[src/rtl/bram_fifo_ctrl.sv]
// bram_fifo_ctrl: FIFO sequencer over an external dual-port BRAM with a 2-entry output buffer.
// Optional synchronous flush input enabled by defining BRAM_FIFO_FLUSH_EN.
module bram_fifo_ctrl #(
  parameter int ADDR_WIDTH = 3,
  parameter int DATA_WIDTH = 8
) (
  input  logic                  clk,
  input  logic                  rst,
`ifdef BRAM_FIFO_FLUSH_EN
  input  logic                  flush,
`endif
  input  logic                  wr_valid,
  output logic                  wr_ready,
  input  logic [DATA_WIDTH-1:0] wr_data,
  output logic                  rd_valid,
  input  logic                  rd_ready,
  output logic [DATA_WIDTH-1:0] rd_data,
  output logic [ADDR_WIDTH+1:0] count,
  output logic [ADDR_WIDTH-1:0] mem_addr_a,
  output logic [DATA_WIDTH-1:0] mem_din_a,
  output logic                  mem_we_a,
  output logic [ADDR_WIDTH-1:0] mem_addr_b,
  input  logic [DATA_WIDTH-1:0] mem_dout_b,
  output logic                  mem_we_b
);
  localparam logic [ADDR_WIDTH:0] DEPTH = {1'b1, {ADDR_WIDTH{1'b0}}};
  logic [ADDR_WIDTH:0]   r_wr_ptr, r_rd_ptr, w_mem_cnt;
  logic                  r_fp;
  logic [1:0]            r_ob_cnt, w_slot;
  logic [DATA_WIDTH-1:0] r_ob0, r_ob1;
  logic [ADDR_WIDTH+1:0] r_count;
  logic [2:0]            w_ob_need;
  logic                  w_flush, w_we, w_pop, w_fetch;
`ifdef BRAM_FIFO_FLUSH_EN
  assign w_flush = flush;
`else
  assign w_flush = 1'b0;
`endif
  assign w_mem_cnt  = r_wr_ptr - r_rd_ptr;
  assign wr_ready   = (w_mem_cnt != DEPTH) && !w_flush;
  assign w_we       = wr_valid && wr_ready;
  assign rd_valid   = r_ob_cnt != 2'd0;
  assign w_pop      = rd_valid && rd_ready;
  // Occupancy the buffer will have once everything in flight lands; a fetch may only add to it below 2
  assign w_ob_need  = {1'b0, r_ob_cnt} + {2'b0, r_fp} - {2'b0, w_pop};
  assign w_fetch    = (w_mem_cnt != '0) && (w_ob_need < 3'd2) && !w_flush;
  assign w_slot     = r_ob_cnt - {1'b0, w_pop};
  assign rd_data    = r_ob0;
  assign count      = r_count;
  assign mem_addr_a = r_wr_ptr[ADDR_WIDTH-1:0];
  assign mem_din_a  = wr_data;
  assign mem_we_a   = w_we;
  assign mem_addr_b = r_rd_ptr[ADDR_WIDTH-1:0];
  assign mem_we_b   = 1'b0;
  always_ff @(posedge clk or posedge rst) begin
    if (rst) begin
      r_wr_ptr <= '0;
      r_rd_ptr <= '0;
      r_fp     <= 1'b0;
      r_ob_cnt <= 2'd0;
      r_ob0    <= '0;
      r_ob1    <= '0;
      r_count  <= '0;
    end else if (w_flush) begin
      r_wr_ptr <= r_rd_ptr;
      r_fp     <= 1'b0;
      r_ob_cnt <= 2'd0;
      r_count  <= '0;
    end else begin
      r_wr_ptr <= r_wr_ptr + {{ADDR_WIDTH{1'b0}}, w_we};
      r_rd_ptr <= r_rd_ptr + {{ADDR_WIDTH{1'b0}}, w_fetch};
      r_fp     <= w_fetch;
      r_ob_cnt <= r_ob_cnt + {1'b0, r_fp} - {1'b0, w_pop};
      r_count  <= r_count + {{(ADDR_WIDTH+1){1'b0}}, w_we} - {{(ADDR_WIDTH+1){1'b0}}, w_pop};
      if (w_pop) r_ob0 <= r_ob1;
      // A landing goes to the first free slot after the pop shift, overriding the shift into slot 0
      if (r_fp && w_slot == 2'd0) r_ob0 <= mem_dout_b;
      if (r_fp && w_slot == 2'd1) r_ob1 <= mem_dout_b;
    end
  end
endmodule
[config.mk]
export PLATFORM = sky130hd
export DESIGN_NAME = bram_fifo_ctrl
export DESIGN_NICKNAME = d
export VERILOG_FILES = /design/src/rtl/bram_fifo_ctrl.sv
export SDC_FILE = /design/constraint.sdc
export NUM_CORES = 1
export LEC_CHECK = 0
export CAP_MARGIN = 20
export CORE_ASPECT_RATIO = 1.2
export CORE_MARGIN = 1
export CORE_UTILIZATION = 25
export CTS_CLUSTER_SIZE = 20
export DETAILED_ROUTE_END_ITERATION = 8
export GPL_TIMING_DRIVEN = 0
export HOLD_SLACK_MARGIN = 0.05
export PLACE_DENSITY = 0.45
export RECOVER_POWER = 50
export SYNTH_ARGS = -nofsm -noshare
export SYNTH_HDL_FRONTEND = slang
export SYNTH_SLANG_ARGS = --single-unit
[constraint.sdc]
create_clock -name clk -period 3.3 [get_ports clk]
set_clock_uncertainty 0.15 [all_clocks]
set_input_delay 0.66 -clock clk [delete_from_list [all_inputs] [get_ports clk]]
set_output_delay 0.66 -clock clk [all_outputs]
set_load 0.03 [all_outputs]
==> impl_metrics.csv <==
group,metric,value,unit
worst_setup_path,cp_top_family,"adder cells",
worst_setup_path,worstSetupStartpointType,"flip-flop",
timing,slew_violations,0,
synth,synth-warning-count,0,
outcome,status,"finished, final reports clean",
pwr,leakagePower,1.137,nW
synth,synthesis.area,1738,um^2
worst_setup_path,crit_path_end_kind,"flip-flop",
synth,ys_types,25,
placement,port_buffers,41,
global_routing,grt_use_total,10.53,%
cts,root_buffer,"clkbuf_8",
placement,place_inst,276,
timing,rsz0062_at_grt,"false",
global_routing,grt.overflow.total,0,
detailed_routing,wl,3.401,mm
worst_setup_path,crit_chain,"or2_0, buf_6, nand2_8, inv_1, ha_1, inv_1, ha_1, fa_1, a211oi_2, ha_2, ha_1, xor2_1",
floorplanning,die_x,78.11,um
cts,cts_buffers,5,
cts,path_clk_slew,0.07,ns
cts,cts_num_sinks,32,
detailed_routing,avgRoutedWirePerCell,11.85,um
floorplanning,rows,32,
timing,min_period,3.013,ns
detailed_routing,viasPerCell,4.192,
synth,synth_top_family_by_area,"adder cells",
synth,synth.area.mux_share,9.791,%
floorplanning,start_util,26.47,%
synth,synth-xor-area-share,6.551,%
final_layout,regArea,800.8,um^2
synth,synth_area_per_cell,11.66,um^2
final_layout,multiInputGateArea,763.2,um^2
final_layout,layout-drive-gt1-share,21.29,%
timing,tns,0,ns
pwr,vdd_drop_max,0.5496,mV
final_layout,antenna_cells,0,
synth,netlist_top_cells_area,"dfrtp_1 46%, ha_1 11%, buf_4 6.5%",
timing,fin_crit_sh,91.30,%
cts,cts.path.max_buffers,2,
detailed_routing,drt-pass1-iter-count,4,
cts,cts_tree,"done",
timing,setup_viol,0,
timing,tightest_slew,0.8052,ns
floorplanning,core-area,6566,um^2
timing,hold_viol,0,
synth,yosysTopAreaCell,"dfrtp_1",
floorplanning,die_h,93.34,um
placement,hpwl,2.656,mm
placement,place.gp.congestion,0.8141,
timing,slew_headroom,46.32,%
detailed_routing,first_iter_violations,29,
global_routing,grt_pass1_vias,1261,
final_layout,nets,239,
synth,synthArstFlopShare,100.0,%
synth,synth_most_common_cell,"dfrtp_1",
cts,clk_latency,0.27,ns
synth,synth_fa_ha_area_share,13.10,%
final_layout,syn_to_final_growth,38.73,%
synth,ys_ff_latch,32,
detailed_routing,vias,1203,
job,cap_viol_max_count,0,
final_layout,final_cells,287,
final_layout,fillers,670,
floorplanning,dieArea,7290,um^2
timing,timing.fmax,331.9,MHz
worst_setup_path,worstPathMaxFanout,3,
cts,htreeDepth,2,
worst_setup_path,crit_path_frequent_cell,"ha_1",
synth,ys_seq_area_share,46.08,%
global_routing,grt_max_degree,19,
worst_setup_path,critPathBufInv,3,
synth,synth_edf_count,0,
final_layout,fin_util,36.72,%
synth,synth_common_cells,"32 x dfrtp_1, 17 x inv_1, 15 x buf_4, 15 x ha_1, 11 x nand2_1",
synth,syn_inst,149,
worst_setup_path,critical_path_class,"flip-flop to flip-flop",
floorplanning,num_io_pins,51,
pwr,finalPower,2.734,mW
synth,synthFlopType,"dfrtp_1",
cts,hold_buffers,0,
worst_setup_path,crit_arrival,3.06,ns
synth,synth_top_area_share,46.08,%
worst_setup_path,cp.required,3.35,ns
synth,synth_compound_area_share,5.616,%
worst_setup_path,max_stage_delay,0.50,ns
pwr,cellPowerDensity,1134,nW/um^2
synth,yosys.area_share.simple,7.199,%
worst_setup_path,crit_slowest_cell,"fa_1",
synth,synth_nets,186,
hold_path,worstHoldPathType,"flip-flop to flip-flop",
global_routing,grt_pass1_wl,5.906,mm
detailed_routing,antenna_left,0,
detailed_routing,drc,0,
global_routing,grt_antenna_before_repair,0,
==> kinds of logic after synthesis <==
logic type               after synthesis
buffers and inverters                 34
flip-flops                            32
AND/OR/NAND/NOR                       19
adder cells (fa/ha/maj)               17
AO/OA/AOI/OAI                         17
multiplexers                          16
XOR/XNOR                              13
other                                  1
==> per-layer routing <==
layer	global-route usage, %	wire length, um	share of wire, %
met4	3.241	31	0.91
met2	18.93	1736	51
met3	3.024	177	5.2
met1	11.93	1455	43
met5	0	0	0
==> path summary, 6_finish.rpt <==
path	startpoint	slack [ns]	endpoint	cells after the start
max	r_ob_cnt[1]$_DFF_PP0_	0.29	r_rd_ptr[2]$_DFF_PP0_	12
min	r_wr_ptr[3]$_DFF_PP0_	0.36	r_wr_ptr[3]$_DFF_PP0_	1
max reg2reg	r_ob_cnt[1]$_DFF_PP0_	0.29	r_rd_ptr[2]$_DFF_PP0_	12
min reg2reg	r_wr_ptr[3]$_DFF_PP0_	0.36	r_wr_ptr[3]$_DFF_PP0_	1
max in group asynchronous	rst	1.06	r_rd_ptr[3]$_DFF_PP0_	3
min in group asynchronous	rst	0.78	rd_data[1]$_DFFE_PP0P_	2
==> metrics by stage <==
stage	cell area (um^2)	setup slack, ns	hold WS [ns]
2_1_floorplan	1738	0.2985	0.3141
3_3_place_gp	2255	-0.3667	0.3380
3_5_place_dp	2282	-0.4364	0.3455
4_1_cts	2390	0.008614	0.3603
5_1_grt	2411	0.05421	0.3778
6_report	2411	0.2870	0.3563
==> power by group <==
part           switching (mW)  internal, mW
Combinational           0.872         0.792
Clock                   0.133         0.186
Sequential              0.143         0.609
==> cell type report <==
cell class,instances,share of cell area (%)
Sequential cell,32,33.21
Multi-Input combinational cell,83,31.66
Timing Repair Buffer,46,18.47
Buffer,17,5.605
Tap cell,85,4.411
Clock buffer,7,3.996
Inverter,17,2.647
==> what timing repair did <==
item,CTS,global route
pin swaps,1,2
buffers inserted,1,3
resized for setup,2,4
setup endpoints to repair,4,4
hold endpoints to repair,0,0
==> sequential cells by signal (all words and copies together) (netlist names) <==
register,flops
rd_data,8
r_wr_ptr,4
r_ob1,8
r_rd_ptr,4
r_ob_cnt,2
r_fp,1
count,5
==> worst reg2reg max path, delay by kind of cell (launching register included) <==
kind                     cells  cell delay (ns)
flip-flops                   1             0.40
adder cells (fa/ha/maj)      5             1.42
AO/OA/AOI/OAI                1             0.26
buffers and inverters        3             0.30
AND/OR/NAND/NOR              2             0.27
XOR/XNOR                     1             0.14
==> placed cells by master, fill, tap and decap left out, types with 2 or more instances in the layout <==
cell type	netlist	routed
a21o_1	2	2
a21oi_1	3	3
buf_4	15	19
buf_6	2	2
clkbuf_8	0	7
clkdlybuf4s50_1	0	25
dfrtp_1	32	32
dlygate4sd3_1	0	14
fa_1	2	2
ha_1	15	13
inv_1	17	17
mux2_2	8	8
mux2i_1	8	8
nand2_1	11	11
nand3_1	2	2
nor3b_4	2	2
o21ai_0	6	6
o21ai_1	3	3
xnor2_1	9	9
xor2_1	4	4
No activity file was read; power rests on OpenSTA's default activity.
